--- src/rtl/rv32_pkg.sv ---
// Shared RV32I definitions used by the write-back stage.
package rv32_pkg;

  localparam int XLEN = 32;

  // Write-back source select
  typedef enum logic [1:0] {
    WB_ALU = 2'b00,
    WB_MEM = 2'b01,
    WB_PC4 = 2'b10,
    WB_IMM = 2'b11
  } wb_sel_e;

  // Load funct3 encodings
  localparam logic [2:0] F3_LB  = 3'b000;
  localparam logic [2:0] F3_LH  = 3'b001;
  localparam logic [2:0] F3_LW  = 3'b010;
  localparam logic [2:0] F3_LBU = 3'b100;
  localparam logic [2:0] F3_LHU = 3'b101;

endpackage

--- src/rtl/load_align.sv ---
// Picks the addressed byte/halfword out of a data-memory word and extends it.
// Flags misaligned halfword/word accesses and unused load encodings.
module load_align
  import rv32_pkg::*;
#(
  parameter int XLEN = rv32_pkg::XLEN
) (
  input  logic [XLEN-1:0] word,
  input  logic [2:0]      funct3,
  input  logic [1:0]      addr_lo,
  output logic [XLEN-1:0] data,
  output logic            err
);

  logic [7:0]  byte_sel;
  logic [15:0] half_sel;

  assign byte_sel = word[{addr_lo, 3'b000} +: 8];
  assign half_sel = word[{addr_lo[1], 4'b0000} +: 16];

  // Lane extraction and extension; unknown funct3 is an error with zero data
  always_comb begin
    data = '0;
    err  = 1'b0;
    case (funct3)
      F3_LB:  data = {{(XLEN-8){byte_sel[7]}}, byte_sel};
      F3_LBU: data = {{(XLEN-8){1'b0}}, byte_sel};
      F3_LH: begin
        data = {{(XLEN-16){half_sel[15]}}, half_sel};
        err  = addr_lo[0];
      end
      F3_LHU: begin
        data = {{(XLEN-16){1'b0}}, half_sel};
        err  = addr_lo[0];
      end
      F3_LW: begin
        data = word;
        err  = (addr_lo != 2'b00);
      end
      default: err = 1'b1;
    endcase
  end

endmodule

--- src/rtl/wb_stage.sv ---
// MEM/WB pipeline register: result select, register-file write port,
// WB->decode bypass and retired-instruction counter.
module wb_stage
  import rv32_pkg::*;
#(
  parameter int XLEN      = 32,
  parameter int CNT_WIDTH = 64
) (
  input  logic                 clk,
  input  logic                 rst_n,
  input  logic                 in_valid,
  output logic                 in_ready,
  input  logic                 stall,
  input  logic                 flush,
  input  logic [4:0]           in_rd,
  input  logic                 in_reg_write,
  input  logic                 in_is_load,
  input  logic [1:0]           in_wb_sel,
  input  logic [2:0]           in_funct3,
  input  logic [1:0]           in_addr_lo,
  input  logic [XLEN-1:0]      in_alu_result,
  input  logic [XLEN-1:0]      in_mem_rdata,
  input  logic [XLEN-1:0]      in_pc_plus4,
  input  logic [XLEN-1:0]      in_imm,
  output logic                 reg_write_enable,
  output logic [4:0]           write_reg,
  output logic [XLEN-1:0]      write_back_data,
  output logic                 byp_valid,
  output logic [4:0]           byp_rd,
  output logic [XLEN-1:0]      byp_data,
  output logic                 misalign_err,
  output logic [CNT_WIDTH-1:0] instret
);

  logic                 capture;
  logic [XLEN-1:0]      ld_data;
  logic                 ld_err;
  logic                 err_d, wen_d;
  logic [XLEN-1:0]      data_d;
  logic                 wen_q, err_q;
  logic [4:0]           rd_q;
  logic [XLEN-1:0]      data_q;
  logic [CNT_WIDTH-1:0] cnt_q;
  wb_sel_e              sel;

  // flush outranks stall; either one turns the incoming slot into a bubble
  assign capture  = in_valid && !stall && !flush;
  assign in_ready = !stall;
  assign sel      = wb_sel_e'(in_wb_sel);

  load_align #(.XLEN(XLEN)) u_align (
    .word    (in_mem_rdata),
    .funct3  (in_funct3),
    .addr_lo (in_addr_lo),
    .data    (ld_data),
    .err     (ld_err)
  );

  // Write-back source mux and write gating
  always_comb begin
    data_d = in_alu_result;
    case (sel)
      WB_ALU: data_d = in_alu_result;
      WB_MEM: data_d = ld_data;
      WB_PC4: data_d = in_pc_plus4;
      WB_IMM: data_d = in_imm;
      default: data_d = in_alu_result;
    endcase
    err_d = capture && in_is_load && ld_err;
    wen_d = capture && in_reg_write && !err_d && (in_rd != 5'd0);
  end

  // Stage register: bubbles clear the strobes but leave rd/data untouched
  always_ff @(posedge clk or negedge rst_n) begin
    if (!rst_n) begin
      wen_q  <= 1'b0;
      err_q  <= 1'b0;
      rd_q   <= '0;
      data_q <= '0;
      cnt_q  <= '0;
    end else begin
      wen_q <= wen_d;
      err_q <= err_d;
      if (capture) begin
        rd_q   <= in_rd;
        data_q <= data_d;
        cnt_q  <= cnt_q + CNT_WIDTH'(1);
      end
    end
  end

  assign reg_write_enable = wen_q;
  assign write_reg        = rd_q;
  assign write_back_data  = data_q;
  assign byp_valid        = wen_q;
  assign byp_rd           = rd_q;
  assign byp_data         = data_q;
  assign misalign_err     = err_q;
  assign instret          = cnt_q;

endmodule

--- config.mk ---
export PLATFORM = sky130hd
export DESIGN_NAME = wb_stage
export DESIGN_NICKNAME = d
export VERILOG_FILES = /design/src/rtl/rv32_pkg.sv /design/src/rtl/load_align.sv /design/src/rtl/wb_stage.sv
export SDC_FILE = /design/constraint.sdc
export NUM_CORES = 1
export LEC_CHECK = 0
export CAP_MARGIN = 10
export CORE_MARGIN = 2
export CORE_UTILIZATION = 38
export CTS_BUF_LIST = sky130_fd_sc_hd__clkbuf_16
export DETAILED_ROUTE_END_ITERATION = 6
export GPL_TIMING_DRIVEN = 0
export PLACE_DENSITY = 0.75
export SETUP_SLACK_MARGIN = 0.4
export SYNTH_ARGS = -nofsm -noshare
export SYNTH_HDL_FRONTEND = slang
export SYNTH_SLANG_ARGS = --single-unit
--- constraint.sdc ---
create_clock -name clk -period 2.35 [get_ports clk]
set_clock_uncertainty 0.05 [all_clocks]
set_input_delay 0.47 -clock clk [delete_from_list [all_inputs] [get_ports clk]]
set_output_delay 0.47 -clock clk [all_outputs]
set_load 0.01 [all_outputs]
==> results.toml <==
[setup_path]
cp-endpoint = "instret[57]"
critical_path.cell_chain = "nand4_4, or4_4, buf_6, or4_4, buf_12, nor4_4, xor2_1"
critical_path_depth = 7
timing.setup.critical_path_class = "reg -> reg"
worstSetupStartpointType = "register"
crit_path_frequent_cell = "sky130_fd_sc_hd__or4_4"
timing.reg2reg.setup_slack_ps = -130
timing.critical_path.max_delay_family = "simple AND/OR/NAND/NOR gates"
critPathMaxStageDelay_ps = 540
required_ps = 2580
worst_r2r_path_depth = 7
setup.worst_path.start = "instret[29]"
timing.rr.start = "instret[29]"
timing.critical_path.slowest_stage_cell = "sky130_fd_sc_hd__or4_4"
worst-path-max-fanout = 5
worst_r2r_endpoint = "instret[57]"
worstPathArrival_ps = 2710
crit_buf_inv = 2
endpoint_kind = "register"

[grt]
grt_overflow = 0
number_of_global_route_vias_before_repair = 6655
grtUsageTotal = 0.281
grt_pass1_wl_mm = 36.1
antenna_violations_before_repair = 3
grt_max_degree = 69

[cells_and_area]
post_route_cells_drive_above_1_share = 0.248
finalCoreUtilization = 0.698
num-nets-final = 1181
syn2layout_area_growth_pct = 82.2

[cts]
cts_buffer_depth = 2
worst_skew_pair.late_latency_ps = 360
hold_buffers = 0
deepest_level_of_the_cts_h_tree = 3
clk_pin_slew_ps = 70
clock_tree_from_tritoncts = "done"
clock_buffer_count_from_cts = 9
cts_sinks = 103
clock-root-buffer = "sky130_fd_sc_hd__clkbuf_16"

[drt]
drc = 0
drt.antenna.violating_nets = 0
drtIter0Drc = 338
route.vias.total = 6676
routed_wire_length_per_instance_um = 19.5
route.detailed.vias_per_inst = 5.32
firstDrtPassIters = 5
drt-total-wl_mm = 24.5

[status]
run_status = "complete, but fails checks"
failed_checks = "setup timing"

[placement]
buffer_ports.inserted = 286
half_perimeter_wire_length_after_detailed_placement_mm = 17.5
preCtsSetupSlack_ps = -839
routabilityCongestion = 0.919

[pwr]
power.static_leakage_uw = 0.00517
power.ir.vdd_worst_uv = 337
power.density_cell_area_nw_per_um2 = 488
totalPowerFinal_uw = 5360

[synth]
yosysUniqueCellTypes = 51
synth.yosys.warnings = 0
syn-cell-area_um2 = 6020
synth-seq-cells = 103
synthFlopType = "sky130_fd_sc_hd__dfrtp_1"
synthesis.nets = 807
synth.yosys.seq_area_share = 0.428
synth_enable_flop_cells = 0
avgSynthCellArea_um2 = 9.14
synthCells = 659
async_flop_share = 1.00

[floorplanning]
num_rows = 46
chipWidth_um = 130
initial_core_util = 0.383
y_dimension_of_the_die_um = 130
ioPinCount = 289
fp.dieArea_um2 = 16900
design.core.area_um2 = 15700

[sta]
worstMarginPinSlew_ps = 813
post-route-min-period_ps = 2480
layout_setup_ws_ps = -132
finalHoldViolCount = 0
achievable-frequency_mhz = 403
finalCritPeriodShare = 1.06
grt_setup_unrepaired = "yes"
setup_viol_count_final = 8
timing.slew.headroom = 0.457
final_max_slew_viol_count = 0
setup_tns_ps = -630
worst_hold_slack_ps = 21.5

[hold_path]
hold_removal_path_class = "in -> async"

[job]
maxCapViolations = 0
==> routing by layer <==
metal,track usage,share of wire,vias up
met2,0.500,0.53,300
met5,0,0.00065,-
met1,0.315,0.35,3261
met3,0.0738,0.082,66
met4,0.128,0.040,2
li1,-,-,3047
==> cell type report <==
cell class | instances | area (µm²)
sequential | 103 | 2590
inverter | 17 | 63.8
tap | 216 | 270
multi-input combinational | 466 | 3580
buffer | 73 | 548
antenna | 1 | 2.50
clock inverter | 7 | 63.8
fill | 1191 | 4740
clock buffer | 9 | 225
timing repair buffer | 363 | 3630
==> power breakdown <==
part           internal, µW  total [µW]  switching, µW  leakage, µW
sequential             1930        2120            185      0.00128
clock                   820        1520            704     0.000150
combinational          1040        1720            680      0.00375
total                  3790        5360           1570      0.00517
==> state kept, by name, summed over array words and instances, names as in the netlist <==
signal	flops
misalign_err	1
byp_rd	5
byp_data	32
byp_valid	1
instret	64
==> cell usage after synthesis (3+ instances only) <==
library cell,count,area share
sky130_fd_sc_hd__buf_2,3,0.0025
sky130_fd_sc_hd__xnor2_1,31,0.045
sky130_fd_sc_hd__clkbuf_1,26,0.016
sky130_fd_sc_hd__nor3_1,24,0.020
sky130_fd_sc_hd__mux2i_1,38,0.063
sky130_fd_sc_hd__dfrtp_1,103,0.43
sky130_fd_sc_hd__xor2_1,32,0.047
sky130_fd_sc_hd__nor4_2,3,0.0062
sky130_fd_sc_hd__a21oi_1,16,0.013
sky130_fd_sc_hd__nand2b_1,3,0.0031
sky130_fd_sc_hd__nor4_1,11,0.011
sky130_fd_sc_hd__nor3b_1,3,0.0037
sky130_fd_sc_hd__nor2b_1,3,0.0031
sky130_fd_sc_hd__a221o_1,4,0.0066
sky130_fd_sc_hd__buf_1,4,0.0025
sky130_fd_sc_hd__nand2_1,88,0.055
sky130_fd_sc_hd__or2_2,4,0.0042
sky130_fd_sc_hd__o211ai_1,20,0.025
sky130_fd_sc_hd__nand3_1,41,0.034
sky130_fd_sc_hd__o221ai_1,6,0.0087
sky130_fd_sc_hd__nor2_1,51,0.032
sky130_fd_sc_hd__o21ai_0,28,0.023
sky130_fd_sc_hd__a221oi_1,12,0.017
sky130_fd_sc_hd__inv_1,17,0.011
sky130_fd_sc_hd__nand4_1,17,0.018
sky130_fd_sc_hd__buf_4,38,0.047
==> cell usage in the layout (no fill, tap or decap), types with 19 or more instances in the layout <==
master                            instances
sky130_fd_sc_hd__xor2_1                  32
sky130_fd_sc_hd__buf_4                   90
sky130_fd_sc_hd__inv_1                   19
sky130_fd_sc_hd__nor2_1                  41
sky130_fd_sc_hd__xnor2_1                 29
sky130_fd_sc_hd__nand3_1                 36
sky130_fd_sc_hd__buf_6                   19
sky130_fd_sc_hd__dfrtp_1                 89
sky130_fd_sc_hd__clkdlybuf4s50_1        254
sky130_fd_sc_hd__mux2i_1                 37
sky130_fd_sc_hd__o21ai_0                 24
sky130_fd_sc_hd__nand2_1                 87
sky130_fd_sc_hd__o211ai_1                20
==> how the worst min path moves through the flow <==
stage | to | cells past startpoint
2_1_floorplan | byp_data[0] | 0
3_3_place_gp | instret[63] | 1
3_5_place_dp | instret[60] | 1
4_1_cts | instret[31] | 1
5_1_grt | instret[30] | 1
6_report | instret[32] | 1
==> stage by stage <==
stage / std cells / instance area, µm²
2_1_floorplan: 659 / 6320
3_3_place_gp: 1161 / 9450
3_5_place_dp: 1162 / 9480
4_1_cts: 1229 / 10600
5_1_grt: 1255 / 11000
6_report: 1255 / 11000
==> kinds of logic after synthesis <==
kind of cell    after synthesis  synth area share
simple gates                264             0.217
compound gates               99             0.112
mux                          39            0.0669
fa+ha+maj                     1           0.00208
buf+inv                      90            0.0829
xor+xnor                     63            0.0916
flops                       103             0.428
==> timing repair <==
item / 4_1_cts / 5_1_grt
setup buffers: 49 / 25
pin swaps: 47 / 39
hold endpoints to repair: 0 / 0
endpoints found under the setup margin: 94 / 94
gates resized for setup: 124 / 72
cloned: 2 / 0
(Power assumes the default switching activity.)
